==> src/rtl/clint_pkg.sv <==
// Shared constants and types for the multi-hart core-local interruptor.
package clint_pkg;

  localparam logic [15:0] MSIP_BASE     = 16'h0000;
  localparam logic [15:0] MTIMECMP_BASE = 16'h4000;
  localparam logic [15:0] CTRL_OFS      = 16'hBFF0;
  localparam logic [15:0] PRESC_OFS     = 16'hBFF4;
  localparam logic [15:0] MTIMEL_OFS    = 16'hBFF8;
  localparam logic [15:0] MTIMEH_OFS    = 16'hBFFC;

  localparam int CLINT_MTIME_WIDTH = 64;

  // Field order puts en at bit 0 and src at bit 1 of CTRL.
  typedef struct packed {
    logic src;
    logic en;
  } ctrl_t;

endpackage

==> src/rtl/apb4_mclint_if.sv <==
// APB4 slave-port bundle for the CLINT (16-bit byte address, 32-bit data).
interface apb4_mclint_if;
  logic [15:0] paddr;
  logic        psel;
  logic        penable;
  logic        pwrite;
  logic [31:0] pwdata;
  logic [31:0] prdata;
  logic        pready;
  logic        pslverr;

  modport master (
    output paddr, psel, penable, pwrite, pwdata,
    input  prdata, pready, pslverr
  );

  modport slave (
    input  paddr, psel, penable, pwrite, pwdata,
    output prdata, pready, pslverr
  );
endinterface

==> src/rtl/clint_tick_gen.sv <==
// Tick generator: rtc synchronizer, rising-edge detect, source select and
// prescaler. inc_o pulses once per PRESC+1 enabled raw ticks.
module clint_tick_gen #(
  parameter int PSC_WIDTH = 16
) (
  input  logic                 clk_i,
  input  logic                 rst_ni,
  input  logic                 rtc_clk_i,
  input  logic                 en_i,
  input  logic                 src_i,
  input  logic [PSC_WIDTH-1:0] presc_i,
  input  logic                 presc_wr_i,
  output logic                 inc_o
);
  logic [1:0]           sync_q;
  logic                 rtc_prev_q;
  logic [PSC_WIDTH-1:0] psc_cnt_q, psc_cnt_d;
  logic                 rtc_tick, tick_en;

  assign rtc_tick = sync_q[1] & ~rtc_prev_q;
  assign tick_en  = (src_i | rtc_tick) & en_i;
  assign inc_o    = tick_en && (psc_cnt_q == presc_i);

  // Prescale counter next state; a PRESC write restarts the count.
  always_comb begin
    psc_cnt_d = psc_cnt_q;
    if (tick_en) psc_cnt_d = inc_o ? '0 : psc_cnt_q + PSC_WIDTH'(1);
    if (presc_wr_i) psc_cnt_d = '0;
  end

  // Synchronizer, edge-detect history and prescale counter registers.
  always_ff @(posedge clk_i) begin
    if (!rst_ni) begin
      sync_q     <= '0;
      rtc_prev_q <= 1'b0;
      psc_cnt_q  <= '0;
    end else begin
      sync_q     <= {sync_q[0], rtc_clk_i};
      rtc_prev_q <= sync_q[1];
      psc_cnt_q  <= psc_cnt_d;
    end
  end
endmodule

==> src/rtl/apb4_mclint.sv <==
// Multi-hart CLINT on APB4: shared mtime, per-hart msip/mtimecmp, CTRL and
// PRESC registers, and combinational timer/software interrupt outputs.
module apb4_mclint
  import clint_pkg::*;
#(
  parameter int NUM_HART  = 4,
  parameter int PSC_WIDTH = 16
) (
  input  logic                pclk,
  input  logic                presetn,
  apb4_mclint_if.slave        apb,
  input  logic                rtc_clk_i,
  output logic [NUM_HART-1:0] tmr_irq_o,
  output logic [NUM_HART-1:0] sfr_irq_o
);
  localparam int          MW       = CLINT_MTIME_WIDTH;
  localparam logic [11:0] HART_LIM = 12'(NUM_HART);

  logic        acc, wr, inc, unused_addr;
  logic [15:0] word_addr;
  logic [11:0] msip_idx;
  logic [10:0] cmp_idx;
  logic        cmp_hi;
  logic        msip_hit, cmp_hit, ctrl_hit, presc_hit, mtimel_hit, mtimeh_hit, any_hit;
  logic [31:0] rdata;

  ctrl_t                ctrl_q, ctrl_d;
  logic [PSC_WIDTH-1:0] presc_q, presc_d;
  logic [MW-1:0]        mtime_q, mtime_d;

  logic [NUM_HART-1:0]  msip_vec;
  logic [MW-1:0]        cmp_arr [NUM_HART];

  assign acc         = apb.psel & apb.penable;
  assign wr          = acc & apb.pwrite;
  assign word_addr   = {apb.paddr[15:2], 2'b00};
  assign unused_addr = ^apb.paddr[1:0];
  assign msip_idx    = apb.paddr[13:2];
  assign cmp_idx     = apb.paddr[13:3];
  assign cmp_hi      = apb.paddr[2];

  assign msip_hit   = (word_addr[15:14] == MSIP_BASE[15:14]) && (msip_idx < HART_LIM);
  assign cmp_hit    = (word_addr[15:14] == MTIMECMP_BASE[15:14]) && ({1'b0, cmp_idx} < HART_LIM);
  assign ctrl_hit   = (word_addr == CTRL_OFS);
  assign presc_hit  = (word_addr == PRESC_OFS);
  assign mtimel_hit = (word_addr == MTIMEL_OFS);
  assign mtimeh_hit = (word_addr == MTIMEH_OFS);
  assign any_hit    = msip_hit | cmp_hit | ctrl_hit | presc_hit | mtimel_hit | mtimeh_hit;

  clint_tick_gen #(.PSC_WIDTH(PSC_WIDTH)) u_tick (
    .clk_i      (pclk),
    .rst_ni     (presetn),
    .rtc_clk_i  (rtc_clk_i),
    .en_i       (ctrl_q.en),
    .src_i      (ctrl_q.src),
    .presc_i    (presc_q),
    .presc_wr_i (wr && presc_hit),
    .inc_o      (inc)
  );

  // Global register next state; an mtime write replaces the increment.
  always_comb begin
    ctrl_d  = ctrl_q;
    presc_d = presc_q;
    mtime_d = inc ? mtime_q + 64'd1 : mtime_q;
    if (wr && ctrl_hit)   ctrl_d  = ctrl_t'(apb.pwdata[1:0]);
    if (wr && presc_hit)  presc_d = apb.pwdata[PSC_WIDTH-1:0];
    if (wr && mtimel_hit) mtime_d = {mtime_q[63:32], apb.pwdata};
    if (wr && mtimeh_hit) mtime_d = {apb.pwdata, mtime_q[31:0]};
  end

  // Global registers: CTRL resets enabled with the rtc source selected.
  always_ff @(posedge pclk) begin
    if (!presetn) begin
      ctrl_q  <= '{src: 1'b0, en: 1'b1};
      presc_q <= '0;
      mtime_q <= '0;
    end else begin
      ctrl_q  <= ctrl_d;
      presc_q <= presc_d;
      mtime_q <= mtime_d;
    end
  end

  for (genvar h = 0; h < NUM_HART; h++) begin : g_hart
    logic          msip_q, msip_d, sel_msip, sel_cmp;
    logic [MW-1:0] cmp_q, cmp_d;

    assign sel_msip = wr && msip_hit && (msip_idx == 12'(h));
    assign sel_cmp  = wr && cmp_hit && (cmp_idx == 11'(h));

    // Per-hart next state: msip bit 0 and one mtimecmp half per write.
    always_comb begin
      msip_d = msip_q;
      cmp_d  = cmp_q;
      if (sel_msip) msip_d = apb.pwdata[0];
      if (sel_cmp) begin
        if (cmp_hi) cmp_d[63:32] = apb.pwdata;
        else        cmp_d[31:0]  = apb.pwdata;
      end
    end

    // Per-hart registers; mtimecmp resets to all-ones so no irq fires.
    always_ff @(posedge pclk) begin
      if (!presetn) begin
        msip_q <= 1'b0;
        cmp_q  <= '1;
      end else begin
        msip_q <= msip_d;
        cmp_q  <= cmp_d;
      end
    end

    assign msip_vec[h]  = msip_q;
    assign cmp_arr[h]   = cmp_q;
    assign tmr_irq_o[h] = (mtime_q >= cmp_q);
    assign sfr_irq_o[h] = msip_q;
  end

  // Read mux: pre-update register values, zero outside the access phase.
  always_comb begin
    rdata = '0;
    if (acc) begin
      for (int h = 0; h < NUM_HART; h++) begin
        if (msip_hit && (msip_idx == 12'(h))) rdata = {31'b0, msip_vec[h]};
        if (cmp_hit && (cmp_idx == 11'(h)))
          rdata = cmp_hi ? cmp_arr[h][63:32] : cmp_arr[h][31:0];
      end
      if (ctrl_hit)   rdata = {30'b0, ctrl_q};
      if (presc_hit)  rdata = 32'(presc_q);
      if (mtimel_hit) rdata = mtime_q[31:0];
      if (mtimeh_hit) rdata = mtime_q[63:32];
    end
  end

  assign apb.prdata  = rdata;
  assign apb.pslverr = acc & ~any_hit;
  assign apb.pready  = 1'b1;
endmodule

==> src/flat_wrapper.sv <==
// flat-port wrapper written by rule: the top's interface ports become plain ports
module apb4_mclint_flat import clint_pkg::*;
#(
  parameter int NUM_HART  = 4,
  parameter int PSC_WIDTH = 16
)
  (pclk, presetn, rtc_clk_i, tmr_irq_o, sfr_irq_o, apb_paddr, apb_psel, apb_penable, apb_pwrite, apb_pwdata, apb_prdata, apb_pready, apb_pslverr);
  apb4_mclint_if apb_i ();
  input  logic pclk;
  input  logic presetn;
  input  logic rtc_clk_i;
  output logic [NUM_HART-1:0] tmr_irq_o;
  output logic [NUM_HART-1:0] sfr_irq_o;
  input wire logic [$bits(apb_i.paddr)-1:0] apb_paddr;
  input wire logic [$bits(apb_i.psel)-1:0] apb_psel;
  input wire logic [$bits(apb_i.penable)-1:0] apb_penable;
  input wire logic [$bits(apb_i.pwrite)-1:0] apb_pwrite;
  input wire logic [$bits(apb_i.pwdata)-1:0] apb_pwdata;
  output wire logic [$bits(apb_i.prdata)-1:0] apb_prdata;
  output wire logic [$bits(apb_i.pready)-1:0] apb_pready;
  output wire logic [$bits(apb_i.pslverr)-1:0] apb_pslverr;
  assign apb_i.paddr = apb_paddr;
  assign apb_i.psel = apb_psel;
  assign apb_i.penable = apb_penable;
  assign apb_i.pwrite = apb_pwrite;
  assign apb_i.pwdata = apb_pwdata;
  assign apb_prdata = apb_i.prdata;
  assign apb_pready = apb_i.pready;
  assign apb_pslverr = apb_i.pslverr;
  apb4_mclint #(.NUM_HART(NUM_HART), .PSC_WIDTH(PSC_WIDTH)) u_core (.pclk(pclk), .presetn(presetn), .apb(apb_i), .rtc_clk_i(rtc_clk_i), .tmr_irq_o(tmr_irq_o), .sfr_irq_o(sfr_irq_o));
endmodule
==> config.mk <==
export PLATFORM = sky130hd
export DESIGN_NAME = apb4_mclint_flat
export DESIGN_NICKNAME = d
export VERILOG_FILES = /design/src/rtl/clint_pkg.sv /design/src/rtl/apb4_mclint_if.sv /design/src/rtl/clint_tick_gen.sv /design/src/rtl/apb4_mclint.sv /design/src/flat_wrapper.sv
export SDC_FILE = /design/constraint.sdc
export NUM_CORES = 1
export LEC_CHECK = 0
export BUFFER_PORTS_ARGS = -buffer_cell sky130_fd_sc_hd__buf_2
export CAP_MARGIN = 10
export CORE_UTILIZATION = 35
export CTS_CLUSTER_DIAMETER = 50
export CTS_CLUSTER_SIZE = 14
export DETAILED_ROUTE_END_ITERATION = 16
export PLACE_DENSITY = 0.61
export SYNTH_ARGS = -nofsm -noshare
export SYNTH_HDL_FRONTEND = slang
export SYNTH_SLANG_ARGS = --single-unit
==> constraint.sdc <==
create_clock -name pclk -period 6.85 [get_ports pclk]
set_input_delay 0 -clock pclk [delete_from_list [all_inputs] [get_ports pclk]]
set_output_delay 0 -clock pclk [all_outputs]
set_load 0.01 [all_outputs]
# Yosys cells after proc, flatten, opt, wreduce, memory -nomap -nowiden
# Cells that the tools add are included.
# totals
ff_bits	361
latchBits	0
ram_bits	0
rom_bits	0
input_bits	54
out_inout_bits	42
mem_count	0
# classes
n_addsub	2
mul	0
n_div	0
order_cmp	6
n_eq_ne	13
shifts	0
muxes	21
n_bitwise	16
n_reduce_logical	41
# ops
op	count
32-bit 2-to-1 mux	16
64-bit greater-or-equal comparator	4
64-bit 2-to-1 mux	3
64-bit by 1-bit adder with 64-bit output (second input constant)	1
14-bit equality test (second input constant)	4
1-bit logical AND	25
12-bit by 2-bit equality test with 1-bit output (second input constant)	2
11-bit by 2-bit equality test with 1-bit output (second input constant)	2
2-bit AND reduction	10
16-bit by 1-bit adder with 16-bit output (second input constant)	1
16-bit equality test	1
16-bit 2-to-1 mux	1
12-bit by 1-bit equality test with 1-bit output (second input constant)	1
12-bit zero test	1
12-bit by 3-bit less-than comparator with 1-bit output (second input constant)	1
11-bit by 1-bit equality test with 1-bit output (second input constant)	1
11-bit zero test	1
11-bit by 3-bit less-than comparator with 1-bit output (second input constant)	1
1-bit bitwise OR	6
1-bit bitwise AND	5
1-bit inverter	5
2-bit nonzero test	2
2-bit by 1-bit equality test with 1-bit output (second input constant)	1
2-bit zero test	1
3 further kinds	3

# Depth between registers and ports, before layout
# depth
ltp_word	16
mapped_depth	10
ltp_nobuf	10

# Cells and area by module
# Synthesis repeated with hierarchy kept, for this count alone.
# hier_totals
cells_unflattened	2917
area_unflattened_um2	23073.4
# modules_own_cells
module	n_inst	cells_each	area_each_um2	seq_area_each_um2
apb4_mclint	1	2797	22037.4	6846.6
clint_tick_gen	1	120	1036.0	380.4

# Least setup slack after synthesis
# No wires, ideal clock.
# synth_path
path_type	register -> register
from	reg u_core.mtime_q[31]
to	reg u_core.mtime_q[58]
setup_time_ns	0.091
arrival_ns	2.221
path_slack_ns	4.538
path_stages_with_launch	10
period_less_slack_ns	2.312
cell_sequence	dfxtp_1 -> buf_2 -> nand2_1 -> nor4_4 -> and4_4 -> nand4_4 -> nor4_4 -> nand2_1 -> or2_0 -> a311oi_1
# synth_via
elab_chain_len	4
# synth_lines
item	line	source
from (decl)	apb4_mclint.sv:29	logic [MW-1:0] mtime_q, mtime_d;
from (signal assigned)	apb4_mclint.sv:81	mtime_q <= mtime_d;
64-bit by 1-bit adder with 64-bit output	apb4_mclint.sv:65	mtime_d = inc ? mtime_q + 64'd1 : mtime_q;
64-bit 2-to-1 mux	apb4_mclint.sv:65	
64-bit 2-to-1 mux	apb4_mclint.sv:68	if (wr && mtimel_hit) mtime_d = {mtime_q[63:32], apb.pwdata};
64-bit 2-to-1 mux	apb4_mclint.sv:69	if (wr && mtimeh_hit) mtime_d = {apb.pwdata, mtime_q[31:0]};
# No other way between the ends. The select of a mux whose other input is x is not followed.
# A chain may end at the register's enable or synchronous reset.

# Worst setup path after layout
# layout_path
from	reg u_core.mtime_q[2]
to	out tmr_irq_o[2]
# layout_via
elab_chain_len	1
# layout_lines
item	line	source
64-bit greater-or-equal comparator	apb4_mclint.sv:116	assign tmr_irq_o[h] = (mtime_q >= cmp_q);
to (decl)	flat_wrapper.sv:12	output logic [NUM_HART-1:0] tmr_irq_o;
# No other way between the ends.

==> out/metrics.yaml <==
finish:
  regArea_sq_mm: 0.00723
  layout_common_cells: "nand2_1, dfxtp_1, inv_1"
  drive_above_1_share: 0.0961
  layout_commonest_cell: "nand2_1"
  multi_input_area_sq_mm: 0.0140
  nFillCells: 6583
  nets: 3187
  insertedDiodeCount: 0
  area_growth_pct: 14.9
  post-route-util: 0.408
timing:
  worst_pin_slew_ns: 1.19
  fin_tns_setup_ns: 0
  hold_viol: 0
  grt_setup_unrepaired: "false"
  fmax_ghz: 0.218
  slew_headroom: 0.200
  finClkSkew_ns: 0.0392
  fin_ws_ns: 2.27
  fin_crit_sh: 0.668
  post-route-min-period_ns: 4.58
  final-max-slew-violation-count: 0
  setup_violations: 0
floorplan:
  die_area_sq_mm: 0.0667
  fp.dieH_um: 258
  die_x_um: 258
  std_cell_rows: 93
  io_pins: 96
  core_area_sq_mm: 0.0647
  initial_utilization: 0.355
outcome:
  status: "complete, no violations"
clock_network:
  cts_max_level: 2
  cts_sinks: 361
  post_cts_buffers: 0
  cts_tree: "done"
  clk_root_buffer_cell: "clkbuf_16"
  clk_pin_slew_worst_paths_ns: 0.05
  clockBufferDepth: 3
  clk_latency_ns: 0.64
  cts_buffers: 57
worst_setup_path:
  slowest_delay_ns: 0.71
  critPathRequiredTime_ns: 6.85
  crit_type: "reg2out"
  r2r_start: "u_core.mtime_q[3]"
  crit_slowest_cell: "a211oi_1"
  path_cells: "ha_1 -> a21o_1 -> a31oi_1 -> o21ai_0 -> a211oi_1 -> o21ai_0 -> a21oi_1 -> o31a_1 -> o41ai_1 -> buf_2"
  reg2reg_to: "u_core.mtime_q[63]"
  cp_common_cell: "o21ai_0"
  cp_num_cells: 10
  r2r_cells: 8
  worst_setup_path_end_kind: "output pin"
  cp-endpoint: "tmr_irq_o[2]"
  crit_family: "compound AO/OA/AOI/OAI gates"
  crit_buf_inv: 1
  critPathLaunchType: "flop"
  critPathLaunch: "u_core.mtime_q[2]"
  cp.arrival_ns: 4.58
  crit_fanout: 11
  rrSetupSlack_ns: 3.42
logic_synthesis:
  yosysSeqAreaShare: 0.314
  ys_types: 71
  synth_edf_count: 0
  netlist_area_sq_mm: 0.0230
  ys.flop_type: "dfxtp_1"
  yosysWarnings: 0
  syn-num-nets: 3163
  syn_area_per_cell_sq_um: 8.06
  ys_async_sr_fraction: 0
  synthCells: 2851
  ys_ff_latch: 361
hold_path:
  hp-class: "in2reg"
global_routing:
  grt_pass1_wl_mm: 125
  grt_pass1_vias: 19900
  antenna_found_initial: 2
  grt_max_degree: 115
  grt_use_total: 0.243
  overflow: 0
pwr:
  ir_drop_mv: 0.230
  pwr_density_cell_mw_per_mm2: 203
  power_leakage_uw: 0.0126
placed_design:
  port_buffers: 92
  dpl_worst_slack_ns: 3.01
  dp_hpwl_mm: 57.8
  gp_congestion: 0.892
routing:
  drt-total-wl_mm: 82.3
  antenna_left: 0
  via_per_inst: 5.67
  wl_per_cell_um: 21.8
  vias: 21400
  drtIter0Drc: 2159
  first_pass_iters: 5
  drcViolationCount: 0
job:
  maxCapViolCount: 0
==> sequential cells by signal (all words and copies together), names as in the netlist <==
signal and flops:
u_core.presc_q 16, u_core.u_tick.rtc_prev_q 1, u_core.mtime_q 64, u_core.u_tick.psc_cnt_q 16, u_core.g_hart.msip_q 4, u_core.u_tick.sync_q 2, u_core.ctrl_q 2, u_core.g_hart.cmp_q 256
==> worst reg2reg max path, stage by stage (launching register included) <==
cell     delay (ns)
dfxtp_1        0.64
nand4_1        0.36
nor2_1         0.66
and4_1         0.40
nand2_1        0.13
nor4_2         0.64
nand4_1        0.19
xor2_1         0.18
a21oi_1        0.18
==> cells by family (layout without fill, tap and decap cells) <==
family | Yosys count | count (layout) | synth area share
multiplexers | 75 | 75 | 0.0495
buffers and inverters | 466 | 539 | 0.0796
AND/OR/NAND/NOR | 839 | 839 | 0.168
flip-flops | 361 | 361 | 0.314
other | 1 | 1 | 0.000163
XOR/XNOR | 66 | 66 | 0.0251
AO/OA/AOI/OAI | 785 | 785 | 0.223
adder cells (fa/ha/maj) | 258 | 258 | 0.140
==> Yosys cell counts (all sizes together), types with 3 or more instances <==
cell type	instances	area share
mux2i	44	0.019
a311oi	8	0.0030
nor2	132	0.022
a211oi	35	0.011
a31oi	7	0.0019
inv	268	0.044
clkbuf	142	0.023
o21ai	166	0.036
o211ai	263	0.086
o21a	10	0.0033
or2	5	0.0014
or3	12	0.0033
a222oi	17	0.0074
nor3	51	0.013
buf	55	0.012
nand2	425	0.070
o22ai	17	0.0046
a21oi	183	0.040
o41ai	4	0.0015
nor4	15	0.0059
nor2b	10	0.0027
a211o	5	0.0019
mux4	31	0.030
dfxtp	361	0.31
nand3	55	0.012
xnor2	36	0.014
nand2b	8	0.0022
and4	10	0.0039
nand4	73	0.021
o221ai	19	0.0072
nor3b	3	0.0012
o31ai	3	0.00098
ha	258	0.14
xor2	30	0.011
a2111oi	5	0.0019
a21o	21	0.0069
and3	21	0.0057
and2	13	0.0035
o21bai	3	0.00098
==> power breakdown <==
| part | total, uW | switching (uW) | internal [uW] | leakage, uW |
|---|---|---|---|---|
| registers | 2100 | 1.62 | 2100 | 0.00292 |
| clock network | 3050 | 1240 | 1820 | 0.000966 |
| logic | 217 | 156 | 60.4 | 0.00869 |
==> area by class of cell <==
cell class / count / area share
clock buffers: 66 / 0.0572
clock inverters: 42 / 0.0189
inverters: 269 / 0.0382
multi-input cells: 2024 / 0.529
flip-flops and latches: 361 / 0.274
well taps: 855 / 0.0405
repair buffers: 162 / 0.0421
==> metrics by stage <==
step                      std cells  power (uW)  instance area [sq um]  hold slack (ns)
after detailed placement       3628        2340                  24000            0.217
after global routing           3779        5520                  26400           0.0618
after floorplan                2851        2270                  23000            0.127
final                          3779        5370                  26400           0.0509
after global placement         3628        2340                  24000            0.210
after CTS                      3779        5400                  26400           0.0231
==> per-layer routing <==
metal,part of all wire,up-vias,track usage
li1,-,10300,-
met1,0.44,10100,0.327
met2,0.46,793,0.393
met3,0.067,141,0.0375
met4,0.034,4,0.0866
met5,0.00033,-,0
==> worst min path at each step <==
stage / start / end / slack, ns / cells past startpoint
6_report: apb_paddr[2] / u_core.g_hart[3].msip_q / 0.05 / 5
3_5_place_dp: rtc_clk_i / u_core.u_tick.sync_q[0] / 0.22 / 2
3_3_place_gp: rtc_clk_i / u_core.u_tick.sync_q[0] / 0.21 / 2
5_1_grt: apb_paddr[2] / u_core.g_hart[2].msip_q / 0.06 / 4
4_1_cts: apb_paddr[2] / u_core.g_hart[3].msip_q / 0.02 / 5
2_1_floorplan: rtc_clk_i / u_core.u_tick.sync_q[0] / 0.13 / 1
==> what timing repair did <==
action	4_1_cts	5_1_grt
setup endpoints to repair	0	0
endpoints found under the hold margin	343	0
hold buffers	43	0
resized for setup	0	0
Note: power is estimated with default switching activity, not from simulation.
